## config.mk

```make
export PLATFORM = sky130hd
export DESIGN_NAME = blk_col_arb
export DESIGN_NICKNAME = d
export VERILOG_FILES = /design/src/rtl/blk_pkg.sv /design/src/rtl/rr_pick2.sv /design/src/rtl/blk_col_arb.sv
export SDC_FILE = /design/constraint.sdc
export NUM_CORES = 1
export LEC_CHECK = 0
export ABC_AREA = 1
export CORE_UTILIZATION = 50
export CTS_CLUSTER_SIZE = 24
export DETAILED_ROUTE_END_ITERATION = 8
export DONT_BUFFER_PORTS = 1
export GPL_TIMING_DRIVEN = 0
export PLACE_DENSITY_LB_ADDON = 0.08
export SYNTH_ARGS = -nofsm -noshare
export SYNTH_HDL_FRONTEND = slang
export SYNTH_SLANG_ARGS = --single-unit
```

## constraint.sdc

```tcl
create_clock -name clk -period 3.3 [get_ports clk]
set_clock_uncertainty 0.05 [all_clocks]
set_input_delay 0.495 -clock clk [delete_from_list [all_inputs] [get_ports clk]]
set_output_delay 0.495 -clock clk [all_outputs]
set_load 0.02 [all_outputs]
```

## src/rtl/blk_pkg.sv

```systemverilog
// Shared definitions for the block-column arbiter.
// Contents:
//   BLK_COLS  default columns per 4x4 block.
//   PIX_W     pixel width in bits.
//   COL_W     column width (four pixels).
//   state_e   arbiter state (IDLE: no grant, BUSY: one producer owns the path).
//   rr_winner round-robin winner id from a two-bit request vector and pointer.
package blk_pkg;

  localparam int unsigned BLK_COLS = 4;
  localparam int unsigned PIX_W    = 8;
  localparam int unsigned COL_W    = 4 * PIX_W;

  typedef enum logic {
    IDLE,
    BUSY
  } state_e;

  // The producer named by the pointer wins whenever it is requesting.
  // The result is only meaningful when at least one request bit is set.
  function automatic logic rr_winner(input logic [1:0] req, input logic rr);
    logic w_win;
    w_win = req[rr] ? rr : ~rr;
    return w_win;
  endfunction

endpackage

```

## src/rtl/rr_pick2.sv

```systemverilog
// Combinational two-way round-robin winner selection.
// Ports:
//   i_req  per-producer request bits.
//   i_rr   round-robin pointer; the producer it names has priority.
//   o_any  at least one request is present.
//   o_win  id of the winning producer (valid when o_any is high).
module rr_pick2
  import blk_pkg::*;
(
  input  logic [1:0] i_req,
  input  logic       i_rr,
  output logic       o_any,
  output logic       o_win
);

  assign o_any = |i_req;
  assign o_win = rr_winner(i_req, i_rr);

endmodule

```

## src/rtl/blk_col_arb.sv

```systemverilog
// Block-level arbiter sharing one column output path between two producers.
// A granted producer owns the path until BLK_COLS valid columns have passed;
// blocks are never interleaved.
// Ports:
//   clk          rising-edge clock.
//   rst          synchronous active-high reset.
//   req_i        per-producer block request.
//   col0_i       producer 0 column data;  col0_ivalid its valid.
//   col1_i       producer 1 column data;  col1_ivalid its valid.
//   gnt_o        registered one-hot grant, 0 when idle.
//   col_o        registered column from the owner; holds when no column.
//   col_ovalid   col_o carries a fresh owner column.
//   col_osrc     producer id associated with col_o.
//   blk_done_o   high with the last column of a block on col_o.
//   err_o        sticky: a producer without the grant asserted its valid.
module blk_col_arb
  import blk_pkg::*;
#(
  parameter int unsigned BLK_COLS = blk_pkg::BLK_COLS
) (
  input  logic             clk,
  input  logic             rst,
  input  logic [1:0]       req_i,
  input  logic [COL_W-1:0] col0_i,
  input  logic             col0_ivalid,
  input  logic [COL_W-1:0] col1_i,
  input  logic             col1_ivalid,
  output logic [1:0]       gnt_o,
  output logic [COL_W-1:0] col_o,
  output logic             col_ovalid,
  output logic             col_osrc,
  output logic             blk_done_o,
  output logic             err_o
);

  localparam int unsigned    CntW    = (BLK_COLS > 1) ? $clog2(BLK_COLS) : 1;
  localparam logic [CntW-1:0] CntLast = CntW'(BLK_COLS - 1);

  // State registers
  state_e           r_state;
  logic             r_gnt_id;
  logic             r_rr;
  logic [CntW-1:0]  r_cnt;
  logic [1:0]       r_gnt;
  logic [COL_W-1:0] r_col;
  logic             r_ovalid;
  logic             r_osrc;
  logic             r_done;
  logic             r_err;

  // Next-state and decode wires
  state_e           w_state_d;
  logic             w_gnt_id_d;
  logic             w_rr_d;
  logic [CntW-1:0]  w_cnt_d;
  logic [1:0]       w_gnt_d;
  logic             w_any;
  logic             w_win;
  logic             w_other;
  logic             w_busy;
  logic             w_own_valid;
  logic             w_oth_valid;
  logic             w_own_acc;
  logic             w_last;
  logic             w_bad;
  logic [COL_W-1:0] w_own_col;

  rr_pick2 u_pick (
    .i_req (req_i),
    .i_rr  (r_rr),
    .o_any (w_any),
    .o_win (w_win)
  );

  always_comb begin
    w_other     = ~r_gnt_id;
    w_busy      = (r_state == BUSY);
    w_own_valid = r_gnt_id ? col1_ivalid : col0_ivalid;
    w_oth_valid = r_gnt_id ? col0_ivalid : col1_ivalid;
    w_own_col   = r_gnt_id ? col1_i : col0_i;
    w_own_acc   = w_busy & w_own_valid;
    w_last      = w_own_acc & (r_cnt == CntLast);
    // While idle nobody holds the grant, so any valid is out of turn.
    w_bad       = w_busy ? w_oth_valid : (col0_ivalid | col1_ivalid);
  end

  always_comb begin
    w_state_d  = r_state;
    w_gnt_id_d = r_gnt_id;
    w_rr_d     = r_rr;
    w_cnt_d    = r_cnt;
    unique case (r_state)
      IDLE: begin
        if (w_any) begin
          w_state_d  = BUSY;
          w_gnt_id_d = w_win;
        end
      end
      BUSY: begin
        if (w_last) begin
          w_cnt_d = '0;
          w_rr_d  = w_other;
          // The finishing owner never keeps the path; only the other side
          // can take it over without passing through IDLE.
          if (req_i[w_other]) begin
            w_gnt_id_d = w_other;
          end else begin
            w_state_d = IDLE;
          end
        end else if (w_own_acc) begin
          w_cnt_d = r_cnt + CntW'(1);
        end
      end
      default: begin
        w_state_d = IDLE;
      end
    endcase
    w_gnt_d = 2'b00;
    if (w_state_d == BUSY) begin
      w_gnt_d = w_gnt_id_d ? 2'b10 : 2'b01;
    end
  end

  always_ff @(posedge clk) begin
    if (rst) begin
      r_state  <= IDLE;
      r_gnt_id <= 1'b0;
      r_rr     <= 1'b0;
      r_cnt    <= '0;
      r_gnt    <= 2'b00;
      r_col    <= '0;
      r_ovalid <= 1'b0;
      r_osrc   <= 1'b0;
      r_done   <= 1'b0;
      r_err    <= 1'b0;
    end else begin
      r_state  <= w_state_d;
      r_gnt_id <= w_gnt_id_d;
      r_rr     <= w_rr_d;
      r_cnt    <= w_cnt_d;
      r_gnt    <= w_gnt_d;
      if (w_own_acc) begin
        r_col <= w_own_col;
      end
      r_ovalid <= w_own_acc;
      r_osrc   <= r_gnt_id;
      r_done   <= w_last;
      if (w_bad) begin
        r_err <= 1'b1;
      end
    end
  end

  assign gnt_o      = r_gnt;
  assign col_o      = r_col;
  assign col_ovalid = r_ovalid;
  assign col_osrc   = r_osrc;
  assign blk_done_o = r_done;
  assign err_o      = r_err;

endmodule

```

==> out/qor.yml, run 1 <==
hold_buffers: 0
synth_warnings: 0
dr_total_vias: 1614
first_global_vias: 1386
syn2layout_area_growth_pct: 6.21
cts_tree: "built"
syn-cell-area_um2: 1790
gp_congestion: 0.818
die-width_um: 61.9
synth.mux.area_fraction: 0
nFillCells: 333
synth_most_common_cell: "nand2_1"
worstPathArrival_ns: 0.85
worstMarginPinSlew_ns: 0.424
cts_root_buffer: "clkbuf_4"
syn_nets: 304
clk_pin_slew_ns: 0.13
reg2reg_depth: 7
worst-path-stages: 0
power.density_nw_per_um2: 537
seq_area_frac_synth: 0.480
tns_ns: 0
cp.required_ns: 2.75
drv_cap: 0
cts_buffers: 5
route.detailed.drc: 0
crit_path_end_kind: "output port"
grt_max_degree: 14
via_per_inst: 5.62
htreeDepth: 2
synth_xor_area_frac: 0
clkLatencyLatePin_ns: 0.35
setup_viol: 0
ys_ff_latch: 43
io_buffers: 0
pre_cts_slack_ns: 1.89
synth_compound_area_frac: 0.232
post_cts_buffers: 0
yosys.area_share.simple: 0.198
syn_inst: 233
cts_sinks: 43
synthTopCellsByCount: "nand2_1, dfxtp_1, a31oi_1, o21ai_1"
ant_nets: 0
critPathLaunchType: "flip-flop"
worstHoldPathCells: 1
cts.path.max_buffers: 2
hold_violations: 0
core_um2: 3390
cp_max_fo: 2
avgSynthCellArea_um2: 7.70
drt_iter0_markers: 91
period_share: 0.422
status: "finished, final reports clean"
dieArea_um2: 3830
ys_top_cells_by_area: "dfxtp_1, nand2_1, a31oi_1"
relSlewSlack: 0.718
drv_slew: 0
nNetsFinal: 311
wirelength_um: 4240
synth_edf_count: 0
p_leak_nw: 0.795
wl_per_cell_um: 14.8
synth_top_family_by_area: "compound AO/OA/AOI/OAI gates"
synth_fa_ha_area_frac: 0.00698
antenna_found_initial: 0
finalWorstSetupSlack_ns: 1.91
start_util: 0.529
hold_class: "input port to flip-flop"
ys.flop_type: "dfxtp_1"
rsz0062_at_grt: "no"
io_pins: 108
yosysTopAreaCell: "dfxtp_1"
criticalPathCategory: "flip-flop to output port"
die_y_um: 61.9
drive_above_1_share: 0.0830
grt.total_usage: 0.221
num_rows: 21
cts_resized: 0
drt_first_pass_iters: 4
dpl.hpwl_um: 3130
min_period_ns: 1.39
synth_top_area_share: 0.480
synth-async-reset-ratio: 0
grt_pass1_wl_um: 6070
num_antenna_cells: 0
synth_cell_types: 20
irDropWorstVdd_v: 0.000312
fmax_ghz: 0.718
grt_overflow: 0
==> where the power goes <==
part | leakage, nW | switching (mW) | internal [mW] | total [mW]
Sequential | 0.354 | 0.0731 | 0.561 | 0.634
Clock | 0.0282 | 0.169 | 0.0824 | 0.251
Combinational | 0.413 | 0.0847 | 0.0532 | 0.138
==> area by class of cell <==
cell class	instances	area, um^2	share of cell area
tap	46	57.6	0.0302
clock inverter	2	12.5	0.00657
sequential	43	861	0.452
buffer	17	108	0.0565
inverter	10	40.0	0.0210
clock buffer	6	41.3	0.0217
multi-input combinational	163	785	0.412
==> state kept, by name, summed over array words and instances (netlist names) <==
name,flops
err_o,1
col_o,32
col_osrc,1
r_rr,1
r_cnt,2
r_gnt_id,1
blk_done_o,1
col_ovalid,1
gnt_o,2
r_state,1
==> final timing paths <==
check	start	endpoint	slack, ns
max reg2reg	r_gnt_id	col_o[24]	1.91
min reg2reg	r_rr	r_rr	0.42
min	rst	col_osrc	0.14
max	col_o[28]	col_o[28]	1.91
==> through the flow <==
step	cells	instance area [um^2]	hold slack (ns)	power (mW)	util
3_5_place_dp	279	1850	0.396	0.785	0.546
5_1_grt	287	1900	0.106	1.08	0.562
6_report	287	1900	0.140	1.02	0.562
3_3_place_gp	279	1850	0.393	0.778	0.546
4_1_cts	287	1900	0.121	1.04	0.562
2_1_floorplan	233	1790	0.375	0.750	-
==> cells in the final DEF, fill, tap and decap left out, types with 2 or more instances in the layout <==
| cell | n |
|---|---|
| a21oi_1 | 2 |
| a31oi_1 | 32 |
| buf_2 | 2 |
| buf_6 | 5 |
| clkbuf_1 | 10 |
| clkbuf_4 | 5 |
| dfxtp_1 | 43 |
| inv_1 | 8 |
| nand2_1 | 72 |
| nand3_1 | 4 |
| nand3_2 | 2 |
| nor2_1 | 9 |
| o21ai_0 | 6 |
| o21ai_1 | 32 |
==> per-layer routing <==
layer / share of wire / track usage / up-vias
met5: 0 / 0 / -
met4: 0.012 / 0.0889 / 0
met3: 0.085 / 0.0807 / 6
met2: 0.49 / 0.393 / 78
met1: 0.42 / 0.238 / 727
li1: - / - / 803
==> cell families (layout without fill, tap and decap cells) <==
family                     Yosys count  in the layout
buffers and inverters               27             35
and+or+nand+nor                     88             88
DFF                                 43             43
adders and majority gates            1              1
AOI/OAI and AO/OA                   74             74
No activity file was read; power rests on OpenSTA's default activity.
==> inputs of run 2 (changes only) <==
clock period = 1.25 ns   (was 3.3 ns; I/O delays follow)
==> run 2 against run 1 <==
  * The run now ends with negative setup slack left
  * Core utilization up 27 points
  * Worst hold slack worse by 0.14 ns
  * First-iteration DRC count up 120%
  * Critical path depth grew 7
  * Routed wire length is 56% higher
  * Power grew to 3.0 times the previous value
  * Register-to-register slack worse by 2.0 ns
  * Via count is 33% higher
  * Cell area grew 48%
==> out/qor.yml, run 2 (synthesized netlist as in run 1, its figures left out) <==
pwr-share-clk: 0.226  # -0.020
slowest_delay_ns: 0.35
worstReg2RegStart: "r_gnt_id"
route.detailed.drc: 0  # unchanged
core_um2: 3390  # unchanged
clk_pin_slew_ns: 0.15  # +0.02 ns
drt_first_pass_iters: 5  # +1
critical_path.most_common_cell: "buf_6"
grt_use_met3: 0.0911  # +0.0104
drt_iter0_markers: 196  # +120%
criticalPathCategory: "flip-flop to flip-flop"
mostFrequentLayoutCells: "nand2_1, dlygate4sd3_1, dfxtp_1"
power.internal_mw: 2.05  # +190%
met1_usage: 0.348  # +0.109
cts_buffers: 5  # unchanged
drv_cap: 0  # unchanged
finalWorstSetupSlack_ns: -0.0957  # -2.00 ns
syn2layout_area_growth_pct: 56.7
path_cells: "buf_6 -> inv_8 -> nand3_4 -> nand2_4 -> buf_8 -> buf_6 -> a31oi_1"
min_period_ns: 1.35
antenna_found_initial: 0  # unchanged
cp_slowest_cell: "dfxtp_2"
hold_violations: 0  # unchanged
drive_above_1_share: 0.155  # +0.0716
cts_root_buffer: "clkbuf_4"
fmax_ghz: 0.743
pre_cts_slack_ns: -0.125  # -2.02 ns
ant_nets: 0  # unchanged
worstMarginPinSlew_ns: 0.423  # -0.00102 ns
cts.path.max_buffers: 2  # unchanged
dpl.hpwl_um: 3130  # unchanged
start_util: 0.529  # unchanged
total_power_mw: 3.06  # +200%
layout_commonest_cell: "nand2_1"
combPwrFrac: 0.222  # +0.087
switchingPower_mw: 1.01  # +210%
nNetsFinal: 387  # +24%
grt_pass1_wl_um: 8570  # +41%
gp_congestion: 0.818  # unchanged
placed_cell_area_um2: 1850  # unchanged
via_per_inst: 5.93  # +5.4%
io_pins: 108  # unchanged
dieArea_um2: 3830  # unchanged
hold_start: "rst"
largest_reg_flops: 32  # unchanged
r2r_end: "col_o[24]"
holdPathEnd: "col_o[0]"
cts_tree: "built"
first_global_vias: 1917  # +38%
cpLargestDelayFamily: "buffers and inverters"
reg2reg_depth: 7  # unchanged
num_antenna_cells: 0  # unchanged
critPathLaunchType: "flip-flop"
swShare: 0.330  # +0.0104
p_leak_nw: 1.18  # +48%
drv_slew: 0  # unchanged
path_buf_inv: 4
rsz0062_at_grt: "yes"
worstHoldPathCells: 3  # +2
top_usage_layer: "met2"
power.density_nw_per_um2: 1090  # +100%
cts_sinks: 43  # unchanged
status: "complete, but fails checks"
seqPwrFrac: 0.552  # -0.068
hold_class: "input port to flip-flop"
violations: "negative setup slack"
use_met2: 0.559  # +0.166
grt.total_usage: 0.318  # +0.0967
cp.required_ns: 1.44  # -1.31 ns
grt_max_degree: 14  # unchanged
dr_total_vias: 2151  # +33%
setup_viol: 38  # +38
htreeDepth: 2  # unchanged
die_y_um: 61.9  # unchanged
relSlewSlack: 0.718  # about the same
r2r_slack_ns: -0.1  # -2.00 ns
clkLatencyLatePin_ns: 0.36  # about the same
crit_path_end_kind: "flip-flop"
worstPathArrival_ns: 1.54  # +0.69 ns
tns_ns: -1.98  # -1.98 ns
wirelength_um: 6600  # +56%
cp_max_fo: 10  # +8
die-width_um: 61.9  # unchanged
period_share: 1.08
wl_per_cell_um: 18.2  # +23%
fin_area_um2: 2810  # +48%
num_rows: 21  # unchanged
grt_overflow: 0  # unchanged
irDropWorstVdd_v: 0.000885  # +180%
io_buffers: 0  # unchanged
## run 2: cell count changes in the layout (fill, tap and decap cells not counted), moves of 3 or more
cell           before  now
buf_4               1    4
o21ai_0             6    2
o21ai_2             0    6
clkbuf_2            0    6
buf_8               0    4
clkbuf_1           10    4
dlygate4sd3_1       0   67
## run 2: what timing repair did
item | 4_1_cts | 5_1_grt
pin swaps | 1 | 3
cloned | 3 | 2
resized for setup | 14 | 28
endpoints found under the hold margin | 37 | 5
buffers inserted | 4 | 0
hold buffers | 65 | 2
endpoints found under the setup margin | 39 | 40
## run 2: area by class of cell
| class | instances | area (um^2) |
|---|---|---|
| Buffer | 17 | 139 |
| Clock buffer | 6 | 41.3 |
| Clock inverter | 2 | 12.5 |
| Fill cell | 200 | 579 |
| Inverter | 10 | 45.0 |
| Multi-Input combinational cell | 164 | 865 |
| Sequential cell | 43 | 863 |
| Tap cell | 46 | 57.6 |
| Timing Repair Buffer | 75 | 787 |
## run 2: tightest hold or removal path, cell delays in order
cell	delay (ns)
inv_2	0.09
o21ai_2	0.08
a31oi_1	0.04
## run 2: layer usage
| layer | wire, um | vias up |
|---|---|---|
| met5 | 0 | - |
| met4 | 212 | 0 |
| met3 | 613 | 22 |
| met2 | 3290 | 162 |
| met1 | 2480 | 1006 |
| li1 | - | 961 |
## run 2: power groups by stage
stage	registers [mW]	clock network, mW	logic, mW
after global routing	1.70	0.743	0.735
after global placement	1.70	0	0.350
after floorplan	1.69	0	0.294
after detailed placement	1.71	0	0.367
after CTS	1.68	0.691	0.577
final	1.69	0.692	0.681
## run 2: stage by stage
step                      std cells  hold slack, ns  utilization
after floorplan                 233           0.210            -
after global placement          279           0.211        0.546
after detailed placement        279           0.212        0.546
after CTS                       359          -0.188        0.786
after global routing            363         0.00449        0.829
final                           363        0.000641        0.829
## run 2: worst max path at each step
| stage | from | to | slack [ns] | cells after the start |
|---|---|---|---|---|
| after floorplan | r_gnt_id | gnt_o[0] | 0.06 | 8 |
| after global placement | r_gnt_id | gnt_o[0] | -0.11 | 8 |
| after detailed placement | r_gnt_id | col_o[5] | -0.13 | 5 |
| after CTS | r_gnt_id | col_o[24] | -0.04 | 7 |
| after global routing | r_gnt_id | col_o[18] | -0.16 | 7 |
| final | r_gnt_id | col_o[24] | -0.1 | 7 |
